===== src/rtl/instr_sequencer.sv =====
// Step-key driven instruction sequencer: debounced key press latches one instruction,
// then walks register read, ALU execute/wait and write-back; counts retired instructions.
module instr_sequencer #(
    parameter int DEBOUNCE_CYCLES = 16,
    parameter int ALU_TIMEOUT     = 64,
    parameter int CNT_W           = 8
) (
    input  logic             i_clk,
    input  logic             i_rst,
    input  logic             i_key_n,
    input  logic [3:0]       i_codop,
    input  logic [3:0]       i_add_a,
    input  logic [3:0]       i_add_b_lmm,
    input  logic [3:0]       i_add_c,
    output logic [3:0]       o_rf_raddr_a,
    output logic [3:0]       o_rf_raddr_b,
    output logic             o_rf_ren,
    output logic             o_rf_we,
    output logic [3:0]       o_rf_waddr,
    output logic [2:0]       o_alu_op,
    output logic             o_use_imm,
    output logic [3:0]       o_imm,
    output logic             o_alu_start,
    input  logic             i_alu_done,
    output logic             o_busy,
    output logic             o_halted,
    output logic             o_err_timeout,
    output logic [CNT_W-1:0] o_instr_count
);

    localparam int DB_W = $clog2(DEBOUNCE_CYCLES) + 1;
    localparam int TO_W = $clog2(ALU_TIMEOUT) + 1;

    typedef enum logic [2:0] {
        S_IDLE, S_LATCH, S_READ, S_EXEC, S_WAIT, S_WB, S_RETIRE, S_HALT
    } state_t;

    state_t           r_state;
    state_t           w_next;
    logic             w_timeout;
    logic             r_sync1;
    logic             r_sync2;
    logic             r_key_lvl;
    logic [DB_W-1:0]  r_db_cnt;
    logic             r_step;
    logic [TO_W-1:0]  r_wait_cnt;
    logic [15:0]      r_ir;
    logic             r_rf_ren;
    logic             r_rf_we;
    logic [3:0]       r_rf_waddr;
    logic [2:0]       r_alu_op;
    logic             r_use_imm;
    logic [3:0]       r_imm;
    logic             r_alu_start;
    logic             r_busy;
    logic             r_halted;
    logic             r_err_timeout;
    logic [CNT_W-1:0] r_instr_count;

    // Two-flop synchronizer for the asynchronous key; idles at released (1).
    always_ff @(posedge i_clk or posedge i_rst) begin
        if (i_rst) begin
            r_sync1 <= 1'b1;
            r_sync2 <= 1'b1;
        end else begin
            r_sync1 <= i_key_n;
            r_sync2 <= r_sync1;
        end
    end

    // Debounce filter: a new level is accepted only after a full run of differing samples.
    always_ff @(posedge i_clk or posedge i_rst) begin
        if (i_rst) begin
            r_key_lvl <= 1'b1;
            r_db_cnt  <= '0;
            r_step    <= 1'b0;
        end else begin
            r_step <= 1'b0;
            if (r_sync2 == r_key_lvl) begin
                r_db_cnt <= '0;
            end else if (r_db_cnt == DB_W'(DEBOUNCE_CYCLES - 1)) begin
                r_key_lvl <= r_sync2;
                r_db_cnt  <= '0;
                r_step    <= ~r_sync2;
            end else begin
                r_db_cnt <= r_db_cnt + DB_W'(1);
            end
        end
    end

    // FSM state register.
    always_ff @(posedge i_clk or posedge i_rst) begin
        if (i_rst) begin
            r_state <= S_IDLE;
        end else begin
            r_state <= w_next;
        end
    end

    // Next-state logic; done wins over a timeout expiring in the same cycle.
    always_comb begin
        w_next    = r_state;
        w_timeout = 1'b0;
        case (r_state)
            S_IDLE: begin
                if (r_step) w_next = S_LATCH;
                else        w_next = S_IDLE;
            end
            S_LATCH: begin
                if (i_codop == 4'h0)      w_next = S_RETIRE;
                else if (i_codop == 4'hF) w_next = S_HALT;
                else                      w_next = S_READ;
            end
            S_READ:   w_next = S_EXEC;
            S_EXEC:   w_next = S_WAIT;
            S_WAIT: begin
                if (i_alu_done) begin
                    w_next = S_WB;
                end else if (r_wait_cnt == TO_W'(ALU_TIMEOUT - 1)) begin
                    w_next    = S_IDLE;
                    w_timeout = 1'b1;
                end else begin
                    w_next = S_WAIT;
                end
            end
            S_WB:     w_next = S_RETIRE;
            S_RETIRE: w_next = S_IDLE;
            S_HALT:   w_next = S_HALT;
            default:  w_next = S_IDLE;
        endcase
    end

    // Cycles spent in WAIT, restarted on every entry.
    always_ff @(posedge i_clk or posedge i_rst) begin
        if (i_rst) begin
            r_wait_cnt <= '0;
        end else if (r_state == S_WAIT) begin
            r_wait_cnt <= r_wait_cnt + TO_W'(1);
        end else begin
            r_wait_cnt <= '0;
        end
    end

    // Instruction register; switches are ignored outside LATCH.
    always_ff @(posedge i_clk or posedge i_rst) begin
        if (i_rst) begin
            r_ir <= 16'h0000;
        end else if (r_state == S_LATCH) begin
            r_ir <= {i_codop, i_add_a, i_add_b_lmm, i_add_c};
        end
    end

    // Registered outputs, decoded from the next state so they line up with the state they belong to.
    always_ff @(posedge i_clk or posedge i_rst) begin
        if (i_rst) begin
            r_rf_ren      <= 1'b0;
            r_rf_we       <= 1'b0;
            r_rf_waddr    <= 4'h0;
            r_alu_op      <= 3'h0;
            r_use_imm     <= 1'b0;
            r_imm         <= 4'h0;
            r_alu_start   <= 1'b0;
            r_busy        <= 1'b0;
            r_halted      <= 1'b0;
            r_err_timeout <= 1'b0;
            r_instr_count <= '0;
        end else begin
            r_rf_ren    <= (w_next == S_READ);
            r_alu_start <= (w_next == S_EXEC);
            r_rf_we     <= (w_next == S_WB);
            r_busy      <= (w_next != S_IDLE);
            r_halted    <= (w_next == S_HALT);
            if (w_next == S_EXEC) begin
                r_alu_op  <= r_ir[14:12];
                r_use_imm <= r_ir[15];
                r_imm     <= r_ir[7:4];
            end
            if (w_next == S_WB) begin
                r_rf_waddr <= r_ir[11:8];
            end
            if (w_timeout) begin
                r_err_timeout <= 1'b1;
            end
            if ((r_state == S_RETIRE) || ((r_state == S_LATCH) && (w_next == S_HALT))) begin
                r_instr_count <= r_instr_count + CNT_W'(1);
            end
        end
    end

    // Read addresses come straight from the IR, so they hold until the next LATCH.
    assign o_rf_raddr_a  = r_ir[3:0];
    assign o_rf_raddr_b  = r_ir[7:4];
    assign o_rf_ren      = r_rf_ren;
    assign o_rf_we       = r_rf_we;
    assign o_rf_waddr    = r_rf_waddr;
    assign o_alu_op      = r_alu_op;
    assign o_use_imm     = r_use_imm;
    assign o_imm         = r_imm;
    assign o_alu_start   = r_alu_start;
    assign o_busy        = r_busy;
    assign o_halted      = r_halted;
    assign o_err_timeout = r_err_timeout;
    assign o_instr_count = r_instr_count;

endmodule


===== config.mk =====
export PLATFORM = sky130hd
export DESIGN_NAME = instr_sequencer
export DESIGN_NICKNAME = d
export VERILOG_FILES = /design/src/rtl/instr_sequencer.sv
export SDC_FILE = /design/constraint.sdc
export NUM_CORES = 1
export LEC_CHECK = 0
export BUFFER_PORTS_ARGS = -buffer_cell sky130_fd_sc_hd__buf_2
export CORE_MARGIN = 10
export CORE_UTILIZATION = 35
export CTS_CLUSTER_DIAMETER = 40
export DETAILED_ROUTE_END_ITERATION = 6
export GPL_ROUTABILITY_DRIVEN = 0
export GPL_TIMING_DRIVEN = 1
export MAX_ROUTING_LAYER = met4
export REMOVE_ABC_BUFFERS = 1
export SLEW_MARGIN = 30
export SYNTH_ARGS = -nofsm -noshare
export SYNTH_HDL_FRONTEND = slang
export SYNTH_SLANG_ARGS = --single-unit

===== constraint.sdc =====
create_clock -name i_clk -period 2.25 [get_ports i_clk]
set_input_delay 0.45 -clock i_clk [delete_from_list [all_inputs] [get_ports i_clk]]
set_output_delay 0.45 -clock i_clk [all_outputs]
set_load 0.02 [all_outputs]

==> metrics.csv <==
stage;metric;value;unit
detailed_routing;vias_per_std_cell;4.45;
clock_tree;post-cts-setup-buffer-count;0;
yosys;postSynth.topFlopCell;sky130_fd_sc_hd__dfrtp_1;
outcome;run_status;finished, final reports clean;
layout;area_growth_syn_to_layout;20.4;%
global_routing;number_of_global_route_vias_before_repair;1676;
setup_path;arrival;1870;ps
flow_run;timing.max_cap.violations;0;
sta;hold_vio_cnt_final;0;
yosys;postSynth.asyncResetShare;1.00;
sta;period_share;0.740;
setup_path;timing.critical_path.cells;nor3b_4, buf_4, mux2_2;
sta;tns;0;ps
placed_design;placement.setup.worst_slack;430;ps
sta;unrepaired_setup_endpoints_after_global_routing;no;
floorplan;placeableCoreArea;0.00687;mm²
placed_design;detailed_place_hpwl;3510;µm
detailed_routing;ant_nets;0;
yosys;synth_area_per_cell;13.7;µm²
floorplan;die-height;105;µm
power;cellLeakagePower;1.45;nW
layout;post-route-cell-area;0.00302;mm²
sta;layout_min_cycle_time;1660;ps
detailed_routing;count_of_vias_placed_by_the_detailed_router;1505;
floorplan;standard_cell_rows;30;
clock_tree;clock_tree_from_tritoncts;yes;
sta;relSlewSlack;0.706;
setup_path;cp.buffers_inverters;1;
floorplan;dieWidth;105;µm
placed_design;place.port_buffers;53;
placed_design;placed_cell_area;0.00283;mm²
clock_tree;cts_root_buffer;sky130_fd_sc_hd__clkbuf_8;
detailed_routing;route.final.wire_length;4760;µm
layout;final_layout_size_suffix_gt1_frac;0.455;
layout;regArea;0.00153;mm²
floorplan;floorplan.initialDensity;0.365;
sta;fin_ws;586;ps
detailed_routing;remaining_routing_drc_violations;0;
yosys;synth_area;0.00251;mm²
sta;maximum_clock_rate;0.601;GHz
layout;layout_fillers;667;
global_routing;initial_antenna_violation_count;0;
setup_path;setup.worst_path.start_class;register;
power;irDropWorstVdd;0.491;mV
clock_tree;htree_levels;3;
setup_path;critical_path.max_stage_delay;510;ps
setup_path;critPathRequiredTime;2460;ps
clock_tree;clkTransAtPathRegs;70;ps
yosys;yosysUniqueCellTypes;33;
clock_tree;clkLatencyLatePin;330;ps
global_routing;gr-usage-all-layers;0.0925;
clock_tree;clockBufferDepth;2;
sta;worst-slew-pin-transition;441;ps
hold_path;hold_class;in -> async;
layout;n_antenna_cell;0;
sta;finalClockSkew;9.86;ps
global_routing;grt.overflow.total;0;
yosys;post_synth_inst_count;183;
detailed_routing;wl_per_cell;14.1;µm
clock_tree;cts.sink_count;61;
layout;fraction_of_the_core_area_covered_by_cells_at_the_end_of_the_flow;0.440;
yosys;synth-seq-area-share;0.610;
yosys;yosys_warnings;0;
floorplan;design.portCount;54;
setup_path;worstSetupEndpointType;register;
global_routing;maximum_number_of_pins_on_one_net_before_global_route_repair;30;
setup_path;max_fanout_on_critical_path;14;
power;cellPowerDensity;1340;mW/mm²
global_routing;grt_pass1_wl;8060;µm
layout;final_net_count;260;
layout;most_common_cell_after_layout_fill_and_taps_aside;sky130_fd_sc_hd__dfrtp_1;
detailed_routing;detail_route.iter0.violations;29;
clock_tree;post_cts_resized;0;
yosys;synth-edff-count;0;
clock_tree;tritoncts.num_buffers;9;
setup_path;kind_of_cell_adding_the_most_delay_to_the_critical_path;flip-flops;
layout;most-common-layout-cells;sky130_fd_sc_hd__dfrtp_1, sky130_fd_sc_hd__buf_2, sky130_fd_sc_hd__mux2_2;
sta;slew_viol_final;0;
detailed_routing;first_pass_iters;4;
clock_tree;cts-hold-fix-buffers;0;
setup_path;timing.critical_path.slowest_stage_cell;sky130_fd_sc_hd__dfrtp_1;
floorplan;dieArea;0.0110;mm²
yosys;synthesis_stage_register_bit_count;61;
setup_path;worstSetupPathType;reg -> reg;
layout;multi_input_area;861;µm²
sta;timing.final.setup_violations;0;
-- path summary, 6_finish.rpt --
check                            from  depth (start not counted)          endpoint  slack, ps
max in group asynchronous       i_rst                          3     r_wait_cnt[0]       1550
min reg2reg                   r_sync1                          0           r_sync2        360
max                        r_state[1]                          3           r_ir[5]        590
min in group i_clk            i_key_n                          1           r_sync1        230
min                             i_rst                          2  o_instr_count[1]        130
max reg2reg                r_state[1]                          3           r_ir[5]        590
-- per-stage QoR --
stage | hold slack, ps | instances | total power [mW]
after floorplan | 345 | 169 | 2.67
after global placement | 346 | 322 | 3.14
after detailed placement | 352 | 322 | 3.17
after CTS | 128 | 338 | 4.13
after global routing | 162 | 338 | 4.33
final | 127 | 338 | 4.06
-- layout make-up --
| class | instances | share of cell area |
|---|---|---|
| sequential | 61 | 0.506 |
| multi-input combinational | 105 | 0.285 |
| timing repair buffer | 57 | 0.102 |
| clock buffer | 11 | 0.0468 |
| tap | 96 | 0.0398 |
| clock inverter | 5 | 0.0166 |
| inverter | 3 | 0.00373 |
-- cell usage after synthesis, types with 2 or more instances --
| cell | instances | share of area |
|---|---|---|
| sky130_fd_sc_hd__nand4_1 | 4 | 0.010 |
| sky130_fd_sc_hd__and2_1 | 2 | 0.0050 |
| sky130_fd_sc_hd__inv_1 | 3 | 0.0045 |
| sky130_fd_sc_hd__dfrtp_1 | 58 | 0.58 |
| sky130_fd_sc_hd__nor2_1 | 13 | 0.019 |
| sky130_fd_sc_hd__nor2b_1 | 2 | 0.0050 |
| sky130_fd_sc_hd__nor4_1 | 2 | 0.0050 |
| sky130_fd_sc_hd__and3_1 | 4 | 0.010 |
| sky130_fd_sc_hd__dfstp_2 | 3 | 0.031 |
| sky130_fd_sc_hd__xnor2_1 | 9 | 0.031 |
| sky130_fd_sc_hd__nand2_1 | 5 | 0.0075 |
| sky130_fd_sc_hd__mux2_2 | 30 | 0.13 |
| sky130_fd_sc_hd__buf_6 | 2 | 0.0090 |
| sky130_fd_sc_hd__buf_2 | 2 | 0.0040 |
| sky130_fd_sc_hd__buf_4 | 10 | 0.030 |
| sky130_fd_sc_hd__nor3b_1 | 4 | 0.012 |
| sky130_fd_sc_hd__nand3_1 | 6 | 0.012 |
| sky130_fd_sc_hd__xor2_1 | 6 | 0.021 |
| sky130_fd_sc_hd__nand2b_1 | 2 | 0.0050 |
| sky130_fd_sc_hd__ha_1 | 3 | 0.015 |
-- metal layers --
metal	track usage	routed length (µm)	share of wire	vias up
li1	-	-	-	727
met1	0.115	2320	0.49	734
met2	0.133	2140	0.45	38
met3	0.0295	244	0.051	6
met4	0.0441	53	0.011	0
met5	-	0	0	-
-- state kept, by name (all words and copies together), names as in the netlist, 3 cells and up --
| signal | count |
|---|---|
| r_state | 3 |
| r_ir | 16 |
| o_rf_waddr | 4 |
| o_alu_op | 3 |
| r_db_cnt | 5 |
| o_instr_count | 8 |
| o_imm | 4 |
| r_wait_cnt | 7 |
-- where the power goes --
group	switching (mW)	leakage, nW	internal [mW]
registers	0.257	0.764	1.47
logic	0.743	0.585	0.641
clock network	0.413	0.103	0.535
-- kinds of logic after synthesis --
family	after synthesis	synth area share
AOI/OAI and AO/OA	7	0.0224
xor gates and xnor gates	16	0.0588
adders and majority gates	3	0.0150
buffers and inverters	17	0.0474
DFF	61	0.610
muxes	30	0.135
and+or+nand+nor	49	0.112
(Power assumes the default switching activity.)
